==> src/rtl/muldiv_unit.sv <==
// muldiv_unit: RV32M multiply/divide unit beside the integer ALU, one result port onto the CDB.
// state | meaning
// IDLE  | divider free, a new op may be accepted
// RUN   | restoring iterations, one quotient bit per cycle
// FIX   | apply signs, select quotient or remainder, emit result
module muldiv_unit #(
    parameter int XLEN       = 32,
    parameter int TAG_W      = 4,
    parameter int MUL_STAGES = 3
) (
    input  logic             clk_in,
    input  logic             rst_in,
    input  logic             rdy_in,
    input  logic             flush_in,
    input  logic             in_valid,
    output logic             in_ready,
    input  logic [2:0]       in_op,
    input  logic [XLEN-1:0]  in_v1,
    input  logic [XLEN-1:0]  in_v2,
    input  logic [TAG_W-1:0] in_tag,
    output logic             out_valid,
    output logic [XLEN-1:0]  out_result,
    output logic [TAG_W-1:0] out_tag,
    output logic             busy
);

    typedef enum logic [1:0] {
        S_IDLE,
        S_RUN,
        S_FIX
    } div_state_e;

    div_state_e state_q;

    logic [MUL_STAGES-1:0] mul_v_q;
    logic [XLEN-1:0]       mul_r_q [MUL_STAGES];
    logic [TAG_W-1:0]      mul_t_q [MUL_STAGES];

    logic [XLEN-1:0]  quo_q, rem_q, dvs_q, cnt_q, div_res_q;
    logic             qneg_q, rneg_q, is_rem_q, div_v_q;
    logic [TAG_W-1:0] div_tag_q;
    logic [XLEN-1:0]  hold_r_q;
    logic [TAG_W-1:0] hold_t_q;

    logic mul_inflight, accept;

    assign mul_inflight = |mul_v_q;
    assign in_ready     = ~rst_in & ~flush_in & (state_q == S_IDLE) & ~(in_op[2] & mul_inflight);
    assign accept       = in_valid & in_ready & rdy_in;
    assign busy         = mul_inflight | (state_q != S_IDLE);

    // Operands widened to XLEN+1 so one signed multiply covers all four variants
    logic [XLEN:0]     mul_a, mul_b;
    logic [2*XLEN-1:0] mul_ea, mul_eb, mul_prod;

    assign mul_a    = {~(in_op[1] & in_op[0]) & in_v1[XLEN-1], in_v1};
    assign mul_b    = {~in_op[1] & in_v2[XLEN-1], in_v2};
    assign mul_ea   = {{(XLEN-1){mul_a[XLEN]}}, mul_a};
    assign mul_eb   = {{(XLEN-1){mul_b[XLEN]}}, mul_b};
    assign mul_prod = mul_ea * mul_eb;

    always_ff @(posedge clk_in) begin
        if (rst_in || flush_in) begin
            mul_v_q <= '0;
        end else if (rdy_in) begin
            mul_v_q[0] <= accept & ~in_op[2];
            for (int k = 1; k < MUL_STAGES; k++) begin
                mul_v_q[k] <= mul_v_q[k-1];
            end
        end
    end

    // The product is formed at entry; the trailing stages give retiming room.
    always_ff @(posedge clk_in) begin
        if (rdy_in) begin
            mul_r_q[0] <= (in_op[1:0] != 2'b00) ? mul_prod[2*XLEN-1:XLEN] : mul_prod[XLEN-1:0];
            mul_t_q[0] <= in_tag;
            for (int k = 1; k < MUL_STAGES; k++) begin
                mul_r_q[k] <= mul_r_q[k-1];
                mul_t_q[k] <= mul_t_q[k-1];
            end
        end
    end

    logic            dv_sgn, dv_n1, dv_n2, dv_zero, dv_ovf;
    logic [XLEN-1:0] dv_mag1, dv_mag2;

    assign dv_sgn  = ~in_op[0];
    assign dv_n1   = dv_sgn & in_v1[XLEN-1];
    assign dv_n2   = dv_sgn & in_v2[XLEN-1];
    assign dv_mag1 = dv_n1 ? -in_v1 : in_v1;
    assign dv_mag2 = dv_n2 ? -in_v2 : in_v2;
    assign dv_zero = (in_v2 == '0);
    assign dv_ovf  = dv_sgn & (in_v1 == {1'b1, {(XLEN-1){1'b0}}}) & (&in_v2);

    logic [XLEN:0]   shifted, trial;
    logic [XLEN-1:0] rem_d, quo_d, quo_fix, rem_fix;

    assign shifted = {rem_q, quo_q[XLEN-1]};
    assign trial   = shifted - {1'b0, dvs_q};
    assign rem_d   = trial[XLEN] ? shifted[XLEN-1:0] : trial[XLEN-1:0];
    assign quo_d   = {quo_q[XLEN-2:0], ~trial[XLEN]};
    assign quo_fix = qneg_q ? -quo_q : quo_q;
    assign rem_fix = rneg_q ? -rem_q : rem_q;

    always_ff @(posedge clk_in) begin
        if (rst_in) begin
            state_q   <= S_IDLE;
            div_v_q   <= 1'b0;
            quo_q     <= '0;
            rem_q     <= '0;
            dvs_q     <= '0;
            cnt_q     <= '0;
            qneg_q    <= 1'b0;
            rneg_q    <= 1'b0;
            is_rem_q  <= 1'b0;
            div_tag_q <= '0;
            div_res_q <= '0;
        end else if (flush_in) begin
            state_q <= S_IDLE;
            div_v_q <= 1'b0;
        end else if (rdy_in) begin
            div_v_q <= 1'b0;
            case (state_q)
                S_IDLE: begin
                    if (accept && in_op[2]) begin
                        is_rem_q  <= in_op[1];
                        div_tag_q <= in_tag;
                        dvs_q     <= dv_mag2;
                        cnt_q     <= XLEN'(XLEN);
                        // Special cases bypass the iterations and carry no sign fix-up
                        if (dv_zero) begin
                            quo_q   <= '1;
                            rem_q   <= in_v1;
                            qneg_q  <= 1'b0;
                            rneg_q  <= 1'b0;
                            state_q <= S_FIX;
                        end else if (dv_ovf) begin
                            quo_q   <= in_v1;
                            rem_q   <= '0;
                            qneg_q  <= 1'b0;
                            rneg_q  <= 1'b0;
                            state_q <= S_FIX;
                        end else begin
                            quo_q   <= dv_mag1;
                            rem_q   <= '0;
                            qneg_q  <= dv_n1 ^ dv_n2;
                            rneg_q  <= dv_n1;
                            state_q <= S_RUN;
                        end
                    end
                end
                S_RUN: begin
                    quo_q <= quo_d;
                    rem_q <= rem_d;
                    cnt_q <= cnt_q - XLEN'(1);
                    if (cnt_q == XLEN'(1)) begin
                        state_q <= S_FIX;
                    end
                end
                S_FIX: begin
                    div_res_q <= is_rem_q ? rem_fix : quo_fix;
                    div_v_q   <= 1'b1;
                    state_q   <= S_IDLE;
                end
                default: state_q <= S_IDLE;
            endcase
        end
    end

    logic             res_v;
    logic [XLEN-1:0]  res_r;
    logic [TAG_W-1:0] res_t;

    assign res_v = mul_v_q[MUL_STAGES-1] | div_v_q;
    assign res_r = mul_v_q[MUL_STAGES-1] ? mul_r_q[MUL_STAGES-1] : div_res_q;
    assign res_t = mul_v_q[MUL_STAGES-1] ? mul_t_q[MUL_STAGES-1] : div_tag_q;

    // A result stalled by rdy_in stays in its register and is shown once rdy_in returns
    assign out_valid  = rdy_in & res_v;
    assign out_result = out_valid ? res_r : hold_r_q;
    assign out_tag    = out_valid ? res_t : hold_t_q;

    always_ff @(posedge clk_in) begin
        if (rst_in) begin
            hold_r_q <= '0;
            hold_t_q <= '0;
        end else if (out_valid) begin
            hold_r_q <= res_r;
            hold_t_q <= res_t;
        end
    end

endmodule

==> config.mk <==
export PLATFORM = sky130hd
export DESIGN_NAME = muldiv_unit
export DESIGN_NICKNAME = d
export VERILOG_FILES = /design/src/rtl/muldiv_unit.sv
export SDC_FILE = /design/constraint.sdc
export NUM_CORES = 2
export LEC_CHECK = 0
export CAP_MARGIN = 40
export CELL_PAD_IN_SITES_DETAIL_PLACEMENT = 2
export CELL_PAD_IN_SITES_GLOBAL_PLACEMENT = 2
export CORE_MARGIN = 2
export CORE_UTILIZATION = 45
export DETAILED_ROUTE_END_ITERATION = 6
export MAX_ROUTING_LAYER = met4
export PLACE_DENSITY_LB_ADDON = 0.1
export SKIP_CTS_REPAIR_TIMING = 1
export SLEW_MARGIN = 20
export SYNTH_ARGS = -nofsm -noshare
export SYNTH_HDL_FRONTEND = slang
export SYNTH_SLANG_ARGS = --single-unit
==> constraint.sdc <==
create_clock -name clk_in -period 18.5 [get_ports clk_in]
set_input_delay 3.7 -clock clk_in [delete_from_list [all_inputs] [get_ports clk_in]]
set_output_delay 3.7 -clock clk_in [all_outputs]
set_load 0.05 [all_outputs]
==> summary.md <==
| Metric | Value |
|---|---|
| Final wirelength | `around 210000 um` |
| Layout net count | `7413` |
| Register bit total from synthesis | `317` |
| Status | `finished clean` |
| GPL Wtd Cong | `approximately 0.91` |
| Mapped Nets | `7551` |
| Hpwl dp | `around 160000 um` |
| Post-route minimum period | `13160 ps` |
| Initial core utilization | `45.24%` |
| Syn Area/Cell | `9.006 sq um` |
| First-pass GRT wire length | `323500 um` |
| Clock sinks | `317` |
| Worst path required time | `18790 ps` |
| Synth warn | `0` |
| Met2 wire length | `approximately 110000 um` |
| Share of cells above drive strength 1 | `4.441%` |
| CTS H-Tree Depth | `2` |
| Core Area | `between 100000 and 150000 sq um` |
| Cts bufs inserted | `37` |
| EDFF count, synth | `108` |
| Critical-path top delay cell | `fa_1` |
| Setup crit end kind | `flip-flop` |
| Max clock buf depth | `3` |
| Final setup fails | `0` |
| Worst path most repeated cell | `fa_1` |
| Gr usage total | `about 36%` |
| Crit path launch | `in_op[0]` |
| Die Ht | `353.3 um` |
| Die ar. | `124900 sq um` |
| Max Fclk | `0.07597 GHz` |
| Area grow syn2layout | `6.309%` |
| Residual DRC | `0` |
| Drt first pass iters | `6` |
| ANT nets after route | `0` |
| Multi-input gate area | `41700 sq um` |
| M1 WL | `86640 um` |
| Fill count | `13190` |
| I/O Buffers | `114` |
| Iter 0 DRT Violations | `2664` |
| Register area | `7430 sq um` |
| R2R cell count | `14` |
| RR Endpoint | `rem_q[6]` |
| Clock transition at path regs | `60 ps` |
| CP Launch Type | `input port` |
| Top FF cell, synth | `dfxtp_1` |
| Top sig layer | `met4` |
| Max Transition Viols Final | `0` |
| CP max FO | `22` |
| Fin crit share | `71.15%` |
| WL met3 | `10110 um` |
| Vias per cell | `5.720` |
| Initial antenna violation count | `16` |
| Cell row count | `128` |
| Final setup skew | `30.49 ps` |
| Slew @ Worst Pin | `928.3 ps` |
| WS Path Type | `in -> reg` |
| Worst reg2reg setup slack | `around 13000 ps` |
| Synth Instances | `6098` |
| Arrival time at the worst endpoint | `roughly 13000 ps` |
| CTS tree | `done` |
| Worst Hold Class | `reg -> reg` |
| Die W | `353.3 um` |
| Vias | `about 44000` |
| Slew HR | `37.67%` |
| Netlist cell types | `72` |
| Max Cap Viol | `0` |
| CP Capture Point | `mul_r_q[0][31]` |
| RSZ-0062 raised after global routing | `no` |
| Pin count of the biggest net entering global routing | `73` |
| Vias in the first global route | `51410` |
| I/O pins | `115` |
| Mapped Area | `54920 sq um` |
| WL/cell | `27.87 um` |
| Post-synth ARST share | `0%` |
| Gr ovfl total | `0` |
| Hold_ws | `approximately 410 ps` |
| Root buf cell | `clkbuf_16` |
| Final Hold Viols | `0` |
| Setup TNS | `0 ps` |
| Worst-Skew Late Latency | `590 ps` |
| CP peak stage delay | `780 ps` |
| R2r startpoint | `quo_q[31]` |
| Sequential area share after synthesis | `13.52%` |
cell families after synthesis:
kind of cell    share of synthesized area, %
xor+xnor                               3.923
simple gates                           15.89
fa+ha+maj                              46.76
mux                                    1.376
compound gates                         7.903
flops                                  13.52
buf+inv                                10.62
sequential cells by signal, indices dropped and copies added (netlist names), 3 cells and up:
name       flops
hold_t_q       4
quo_q         32
mul_v_q        3
mul_r_q       96
dvs_q         32
rem_q         32
mul_t_q       12
div_res_q     32
cnt_q         32
hold_r_q      32
div_tag_q      4
cell usage after synthesis (all sizes together), types with 42 or more instances:
cell type	count	area, sq um
xnor2	145	1270
a21o	50	375.4
a211oi	42	315.3
nand2	901	3382
o21ai	168	840.8
and2	392	2452
fa	1126	22540
ha	251	3141
o31ai	47	357.8
edfxtp	108	3243
a21oi	214	1071
dfxtp	209	4184
nand3	56	280.3
inv	1145	4298
buf	96	361.6
xor2	101	884.6
nor3	59	295.3
nor2	246	923.4
clkbuf	296	1171
mux2i	53	530.5
layout by cell type (no fill, tap or decap), types with 42 or more instances in the layout:
master and instances:
a211oi_1 42, a21o_1 50, a21oi_1 214, and2_1 391
buf_2 46, buf_4 95, clkdlybuf4s50_1 67, dfxtp_1 207
edfxtp_1 108, fa_1 1126, ha_1 251, inv_1 1144
mux2i_1 53, nand2_1 900, nand3_1 56, nor2_1 243
nor3_1 58, o21ai_0 167, o31ai_1 46, xnor2_1 145
xor2_1 101
per-layer routing:
layer | vias to the layer above | track usage [%]
met1 | 23570 | 43.65
met3 | 380 | 3.571
li1 | 18390 | -
met4 | 0 | 10.89
met5 | - | -
met2 | 1262 | 61.73
how the worst min path moves through the flow:
stage	from	endpoint	slack [ps]	depth (start not counted)
floorplan	mul_r_q[0][0]	mul_r_q[0][32]	400	0
global placement	mul_r_q[0][49]	mul_r_q[0][81]	400	0
detailed placement	mul_r_q[0][55]	mul_r_q[0][87]	410	0
CTS	mul_r_q[0][44]	mul_r_q[0][76]	410	0
global route	mul_r_q[0][44]	mul_r_q[0][76]	420	0
finish	mul_r_q[0][44]	mul_r_q[0][76]	410	0
layout make-up:
cell class	count	area share [%]
Antenna cell	9	0.03858
Timing Repair Buffer	215	3.007
Tap cell	1625	3.482
Clock buffer	44	1.631
Inverter	1145	7.361
Clock inverter	24	0.3365
Multi-Input combinational cell	4244	71.42
Sequential cell	317	12.73
per-stage QoR:
| step | setup slack, ps | cells | cell area, sq um | util [%] |
|---|---|---|---|---|
| final | 5337 | 7623 | 58380 | 48.09 |
| after global routing | 4891 | 7621 | 58380 | 48.09 |
| after CTS | 5290 | 7610 | 58290 | 48.01 |
| after detailed placement | 4717 | 7542 | 57140 | 47.07 |
| after global placement | 5030 | 7536 | 57050 | 47.00 |
| after floorplan | 6463 | 6098 | 54920 | - |
critical path, delay by kind of cell:
kind | cells | cell delay (ps)
AO/OA/AOI/OAI | 9 | 1700
buffers and inverters | 10 | 2430
XOR/XNOR | 1 | 140
adder cells (fa/ha/maj) | 9 | 5000
AND/OR/NAND/NOR | 3 | 430
Power is left out: the tool's default activity adds up to more than one toggle a clock period on the data nets, which glitch-free logic cannot reach.
